`config.mk`:
```
export PLATFORM = sky130hd
export DESIGN_NAME = pipe_hazard_ctrl
export DESIGN_NICKNAME = d
export VERILOG_FILES = /design/src/rtl/pipe_hazard_ctrl.sv
export SDC_FILE = /design/constraint.sdc
export NUM_CORES = 1
export LEC_CHECK = 0
export CAP_MARGIN = 20
export CORE_MARGIN = 3
export CORE_UTILIZATION = 41
export CTS_BUF_LIST = sky130_fd_sc_hd__clkbuf_16
export DETAILED_ROUTE_END_ITERATION = 10
export GPL_TIMING_DRIVEN = 0
export MAX_ROUTING_LAYER = met4
export PLACE_DENSITY = 0.8
export SLEW_MARGIN = 30
export SYNTH_ARGS = -nofsm -noshare
export SYNTH_HDL_FRONTEND = slang
export SYNTH_SLANG_ARGS = --single-unit
```
`constraint.sdc`:
```
create_clock -name clk -period 1.74 [get_ports clk]
set_input_delay 0.261 -clock clk [delete_from_list [all_inputs] [get_ports clk]]
set_output_delay 0.261 -clock clk [all_outputs]
set_load 0.05 [all_outputs]
```
`src/rtl/pipe_hazard_ctrl.sv`:
```
`default_nettype none
// ============================================================================
// Module      : pipe_hazard_ctrl
// Description : Hazard/forwarding sequencer for the 5-stage core. Optional
//               multi-cycle mul/div occupancy enabled by PIPE_HAZARD_CTRL_MULDIV_EN.
// Revision    : 1.0 - initial release
// ============================================================================
module pipe_hazard_ctrl #(
    parameter int REG_ADDR_W = 5,
    parameter int MULDIV_LAT = 33
) (
    input  logic                  clk,
    input  logic                  rst,
    input  logic                  id_valid,
    input  logic [REG_ADDR_W-1:0] id_rs1,
    input  logic [REG_ADDR_W-1:0] id_rs2,
    input  logic                  id_rs1_ren,
    input  logic                  id_rs2_ren,
    input  logic [REG_ADDR_W-1:0] id_rd,
    input  logic                  id_rd_wen,
    input  logic                  id_is_load,
    input  logic                  id_is_jump,
    input  logic                  id_is_muldiv,
    input  logic                  ex_b_flag,
    input  logic                  me_stall,
    output logic [1:0]            ex_rs1_src,
    output logic [1:0]            ex_rs2_src,
    output logic                  stall_front,
    output logic                  bubble_ex,
    output logic                  flush_id,
    output logic                  redirect,
    output logic                  ex_valid,
    output logic                  muldiv_busy
);

    localparam logic [1:0] c_SRC_RF = 2'b00;
    localparam logic [1:0] c_SRC_ME = 2'b01;
    localparam logic [1:0] c_SRC_WB = 2'b10;

    logic                  r_ex_valid;
    logic [REG_ADDR_W-1:0] r_ex_rd;
    logic                  r_ex_wen;
    logic                  r_ex_load;
    logic                  r_ex_jump;
    logic                  r_me_valid;
    logic [REG_ADDR_W-1:0] r_me_rd;
    logic                  r_me_wen;
    logic [1:0]            r_rs1_src;
    logic [1:0]            r_rs2_src;

    logic       w_rs1_ex, w_rs2_ex, w_rs1_me, w_rs2_me;
    logic       w_busy, w_redir, w_load_use, w_advance;
    logic [1:0] w_rs1_enc, w_rs2_enc;

    function automatic logic f_match(
        input logic                  ren,
        input logic [REG_ADDR_W-1:0] idx,
        input logic                  stg_valid,
        input logic                  stg_wen,
        input logic [REG_ADDR_W-1:0] stg_rd
    );
        return ren && (idx != '0) && stg_valid && stg_wen && (stg_rd == idx);
    endfunction

    assign w_rs1_ex = f_match(id_rs1_ren, id_rs1, r_ex_valid, r_ex_wen, r_ex_rd);
    assign w_rs2_ex = f_match(id_rs2_ren, id_rs2, r_ex_valid, r_ex_wen, r_ex_rd);
    assign w_rs1_me = f_match(id_rs1_ren, id_rs1, r_me_valid, r_me_wen, r_me_rd);
    assign w_rs2_me = f_match(id_rs2_ren, id_rs2, r_me_valid, r_me_wen, r_me_rd);

    // EX holds the younger producer, so it wins over ME
    assign w_rs1_enc = w_rs1_ex ? c_SRC_ME : (w_rs1_me ? c_SRC_WB : c_SRC_RF);
    assign w_rs2_enc = w_rs2_ex ? c_SRC_ME : (w_rs2_me ? c_SRC_WB : c_SRC_RF);

    assign w_redir    = r_ex_valid && (r_ex_jump || ex_b_flag);
    assign w_load_use = r_ex_valid && r_ex_load && id_valid && (w_rs1_ex || w_rs2_ex);
    assign w_advance  = !me_stall && !w_busy && !w_redir && !w_load_use;

`ifdef PIPE_HAZARD_CTRL_MULDIV_EN
    localparam int                c_CNT_W  = (MULDIV_LAT > 1) ? $clog2(MULDIV_LAT) : 1;
    localparam logic [c_CNT_W-1:0] c_LAT_M1 = c_CNT_W'(MULDIV_LAT - 1);

    logic               r_ex_muldiv;
    logic [c_CNT_W-1:0] r_md_cnt;

    assign w_busy = r_ex_valid && r_ex_muldiv && (r_md_cnt != '0);

    always_ff @(posedge clk) begin
        if (rst) begin
            r_ex_muldiv <= 1'b0;
            r_md_cnt    <= '0;
        end else if (!me_stall) begin
            if (w_busy) begin
                r_md_cnt <= r_md_cnt - 1'b1;
            end else if (w_advance) begin
                r_ex_muldiv <= id_valid && id_is_muldiv;
                r_md_cnt    <= (id_valid && id_is_muldiv) ? c_LAT_M1 : '0;
            end
        end
    end
`else
    logic w_unused;
    assign w_unused = id_is_muldiv ^ (MULDIV_LAT == 0);
    assign w_busy   = 1'b0;
`endif

    always_comb begin
        stall_front = 1'b0;
        bubble_ex   = 1'b0;
        flush_id    = 1'b0;
        redirect    = 1'b0;
        if (me_stall || w_busy) begin
            stall_front = 1'b1;
        end else if (w_redir) begin
            redirect  = 1'b1;
            flush_id  = 1'b1;
            bubble_ex = 1'b1;
        end else if (w_load_use) begin
            stall_front = 1'b1;
            bubble_ex   = 1'b1;
        end
    end

    always_ff @(posedge clk) begin
        if (rst) begin
            r_ex_valid <= 1'b0;
            r_ex_rd    <= '0;
            r_ex_wen   <= 1'b0;
            r_ex_load  <= 1'b0;
            r_ex_jump  <= 1'b0;
            r_me_valid <= 1'b0;
            r_me_rd    <= '0;
            r_me_wen   <= 1'b0;
            r_rs1_src  <= c_SRC_RF;
            r_rs2_src  <= c_SRC_RF;
        end else if (!me_stall) begin
            if (w_busy) begin
                r_me_valid <= 1'b0;
            end else begin
                r_me_valid <= r_ex_valid;
                r_me_rd    <= r_ex_rd;
                r_me_wen   <= r_ex_wen;
                if (w_redir || w_load_use) begin
                    r_ex_valid <= 1'b0;
                end else begin
                    r_ex_valid <= id_valid;
                    r_ex_rd    <= id_rd;
                    r_ex_wen   <= id_rd_wen;
                    r_ex_load  <= id_is_load;
                    r_ex_jump  <= id_is_jump;
                    r_rs1_src  <= id_valid ? w_rs1_enc : c_SRC_RF;
                    r_rs2_src  <= id_valid ? w_rs2_enc : c_SRC_RF;
                end
            end
        end
    end

    assign ex_rs1_src  = r_rs1_src;
    assign ex_rs2_src  = r_rs2_src;
    assign ex_valid    = r_ex_valid;
    assign muldiv_busy = w_busy;

endmodule
`default_nettype wire

```
==> impl_metrics.json <==
{
  "power_uw": 1410,
  "htree_num_levels": 1,
  "synth_warnings": 0,
  "grt-ovfl-total": 0,
  "p_leak_uw": 0.000725,
  "min_path_cells": 5,
  "rsz0062_at_grt": "true",
  "wl_per_cell_um": 15.0,
  "r2r_end": "ex_valid",
  "track_usage": 0.196,
  "drt_iter0_drc": 44,
  "cp_slowest_cell": "or4_4",
  "firstDrtPassIters": 4,
  "finalSetupViolations": 15,
  "boundaryPins": 36,
  "num_rows": 18,
  "numCtsBuffers": 3,
  "worstPathArrival_ns": 1.79,
  "syn_nets": 153,
  "outcome": "finished with violations",
  "worstHoldEndpoint": "ex_rs2_src[1]",
  "worstPathCellList": "buf_8 > or4_4 > o21ai_4 > nor3_2 > o2111a_2 > a21oi_2 > nor2_2 > buf_6",
  "start_util": 0.447,
  "period_share": 1.18,
  "antennaDiodeCount": 0,
  "ys_types": 27,
  "via_per_inst": 5.25,
  "ctsHoldBuffers": 0,
  "fin_tns_setup_ns": -3.68,
  "fin_ws_ns": -0.314,
  "area_growth_syn_to_layout_pct": 58.2,
  "cts_num_sinks": 20,
  "fin_cells": 207,
  "ys_ff_latch": 20,
  "routed_wl_um": 3120,
  "cts_tree": "yes",
  "reg2regPathDepth": 10,
  "clock_path_buffers": 2,
  "violations": "setup timing",
  "worstSetupPathType": "input pin to output pin",
  "synth.yosys.seq_area_share": 0.346,
  "final_nets": 204,
  "fin_worst_skew_ns": 0.00216,
  "grt_start_max_net_pins": 13,
  "clock.fmax_mhz": 487,
  "port_buffers": 33,
  "clk_latency_ns": 0.25,
  "drc": 0,
  "dieHeight_um": 59.1,
  "start_kind": "input pin",
  "ir_worst_vdd_mv": 0.957,
  "period_needed_ns": 2.05,
  "clk_pin_slew_ns": 0.06,
  "syn_avg_cell_area_um2": 9.11,
  "maxCapViolations": 0,
  "required_ns": 1.48,
  "tightest_slew_ns": 0.665,
  "die_x_um": 59.1,
  "utilization": 0.707,
  "design_area_mm2": 0.00183,
  "r2r_setup_slack_ns": -0.19,
  "dp_hpwl_um": 2090,
  "slowest_delay_ns": 0.55,
  "antenna_found_initial": 0,
  "placed_area_mm2": 0.00155,
  "cts-root-buf": "clkbuf_16",
  "synth_cells": 127,
  "hold_viol_final": 0,
  "vias": 1087,
  "power_density_mw_per_mm2": 772,
  "max-slew-margin-rel": 0.556,
  "drv_slew": 0,
  "first_global_vias": 1089,
  "crit_family": "simple AND/OR/NAND/NOR gates",
  "min_path_type": "input pin to register",
  "r2r_start": "r_ex_rd[4]",
  "cp_max_fo": 3,
  "dp.cells": 190,
  "ant_nets": 0,
  "syn_area_mm2": 0.00116,
  "min_from": "id_rs2[1]",
  "place.gp.congestion": 0.890,
  "fillers": 180,
  "grt_pass1_wl_um": 4980,
  "crit_path_end_kind": "output pin",
  "die-area_mm2": 0.00350,
  "path_buf_inv": 2,
  "drive_above_1_share": 0.311,
  "coreArea_mm2": 0.00259
}
[cell usage after synthesis (all sizes together)]
| cell type | n | area share |
|---|---|---|
| and3 | 1 | 0.0054 |
| xnor2 | 20 | 0.15 |
| nand2b | 20 | 0.11 |
| nor3 | 2 | 0.0086 |
| o2bb2ai | 1 | 0.0076 |
| nand3 | 2 | 0.0086 |
| or3 | 1 | 0.0054 |
| buf | 3 | 0.023 |
| dfxtp | 20 | 0.35 |
| mux2i | 17 | 0.15 |
| a21o | 2 | 0.013 |
| conb | 1 | 0.0032 |
| or2 | 1 | 0.0054 |
| clkbuf | 4 | 0.013 |
| nor2b | 1 | 0.0054 |
| nor2 | 10 | 0.039 |
| o2111a | 1 | 0.011 |
| nand2 | 6 | 0.019 |
| nand4 | 4 | 0.022 |
| o21ai | 3 | 0.016 |
| a21oi | 3 | 0.013 |
| or4 | 4 | 0.029 |
[state kept, by name (all words and copies together), names as in the netlist]
signal and flops:
r_ex_wen 1, r_ex_rd 5, r_ex_load 1, ex_valid 1
r_ex_jump 1, r_me_rd 5, ex_rs2_src 2, ex_rs1_src 2
r_me_wen 1, r_me_valid 1
[worst register-to-register path: stages, from the launching register on]
cell       delay (ns)
dfxtp_4          0.36
xnor2_2          0.15
nand4_1          0.12
nor3_2           0.28
o2111a_2         0.27
buf_4            0.12
buf_6            0.10
nor2_4           0.04
buf_6            0.13
buf_16           0.13
o2bb2ai_1        0.12
[stage by stage]
stage,setup WS (ns),hold slack [ns]
after CTS,-0.268,0.429
after floorplan,-0.139,0.416
after global placement,-1.27,0.452
after detailed placement,-1.29,0.468
after global routing,-0.360,0.491
final,-0.314,0.432
[routing by layer]
| layer | GRT usage | vias up | wire length [um] |
|---|---|---|---|
| li1 | - | 530 | - |
| met1 | 0.233 | 512 | 1340 |
| met2 | 0.323 | 37 | 1540 |
| met3 | 0.0501 | 8 | 159 |
| met4 | 0.0615 | 0 | 75 |
| met5 | - | - | 0 |
[worst max path at each step]
stage                         start     endpoint  slack (ns)  cells after the start
after CTS                 id_rs1[3]  stall_front       -0.27                      7
after detailed placement  id_rs2[1]    bubble_ex       -1.29                      8
after floorplan            ex_valid    bubble_ex       -0.14                      5
final                     id_rs1[3]    bubble_ex       -0.31                      8
after global routing      id_rs1[3]    bubble_ex       -0.36                      8
after global placement    id_rs2[1]    bubble_ex       -1.27                      8
[final cells by class]
type | instances | area (um^2) | share of cell area
multi-input combinational | 100 | 777 | 0.424
timing repair buffer | 46 | 450 | 0.246
sequential | 20 | 415 | 0.227
clock buffer | 3 | 75.1 | 0.0410
buffer | 7 | 45.0 | 0.0246
tap | 30 | 37.5 | 0.0205
clock inverter | 1 | 30.0 | 0.0164
[where the power goes]
part	switching [uW]	internal (uW)
logic	115	155
clock network	179	457
registers	29.2	478
total	324	1090
[cells in the final DEF, fill, tap and decap left out, types with 4 or more instances in the layout]
cell type,Yosys,routed
clkbuf_1,4,4
buf_8,0,4
nor2_1,9,7
mux2i_1,17,17
nand2_1,6,6
buf_6,1,6
dfxtp_1,20,14
clkdlybuf4s50_1,0,18
nand2b_1,20,20
nand4_1,4,4
buf_4,2,11
xnor2_1,20,17
buf_2,0,5
[cell families after synthesis]
family                    count (synthesis)  synth area share
AOI/OAI and AO/OA                        10            0.0605
buffers and inverters                     7            0.0357
xor gates and xnor gates                 20             0.151
and+or+nand+nor                          52             0.256
other                                     1           0.00324
muxes                                    17             0.147
DFF                                      20             0.346
[timing repair]
| item | 4_1_cts | 5_1_grt |
|---|---|---|
| pin swaps | 9 | 5 |
| gates resized for setup | 78 | 10 |
| gates cloned | 1 | 0 |
| buffers inserted | 9 | 3 |
| setup endpoints to repair | 18 | 16 |
| endpoints found under the hold margin | 0 | 0 |
No activity file was read; power rests on OpenSTA's default activity.
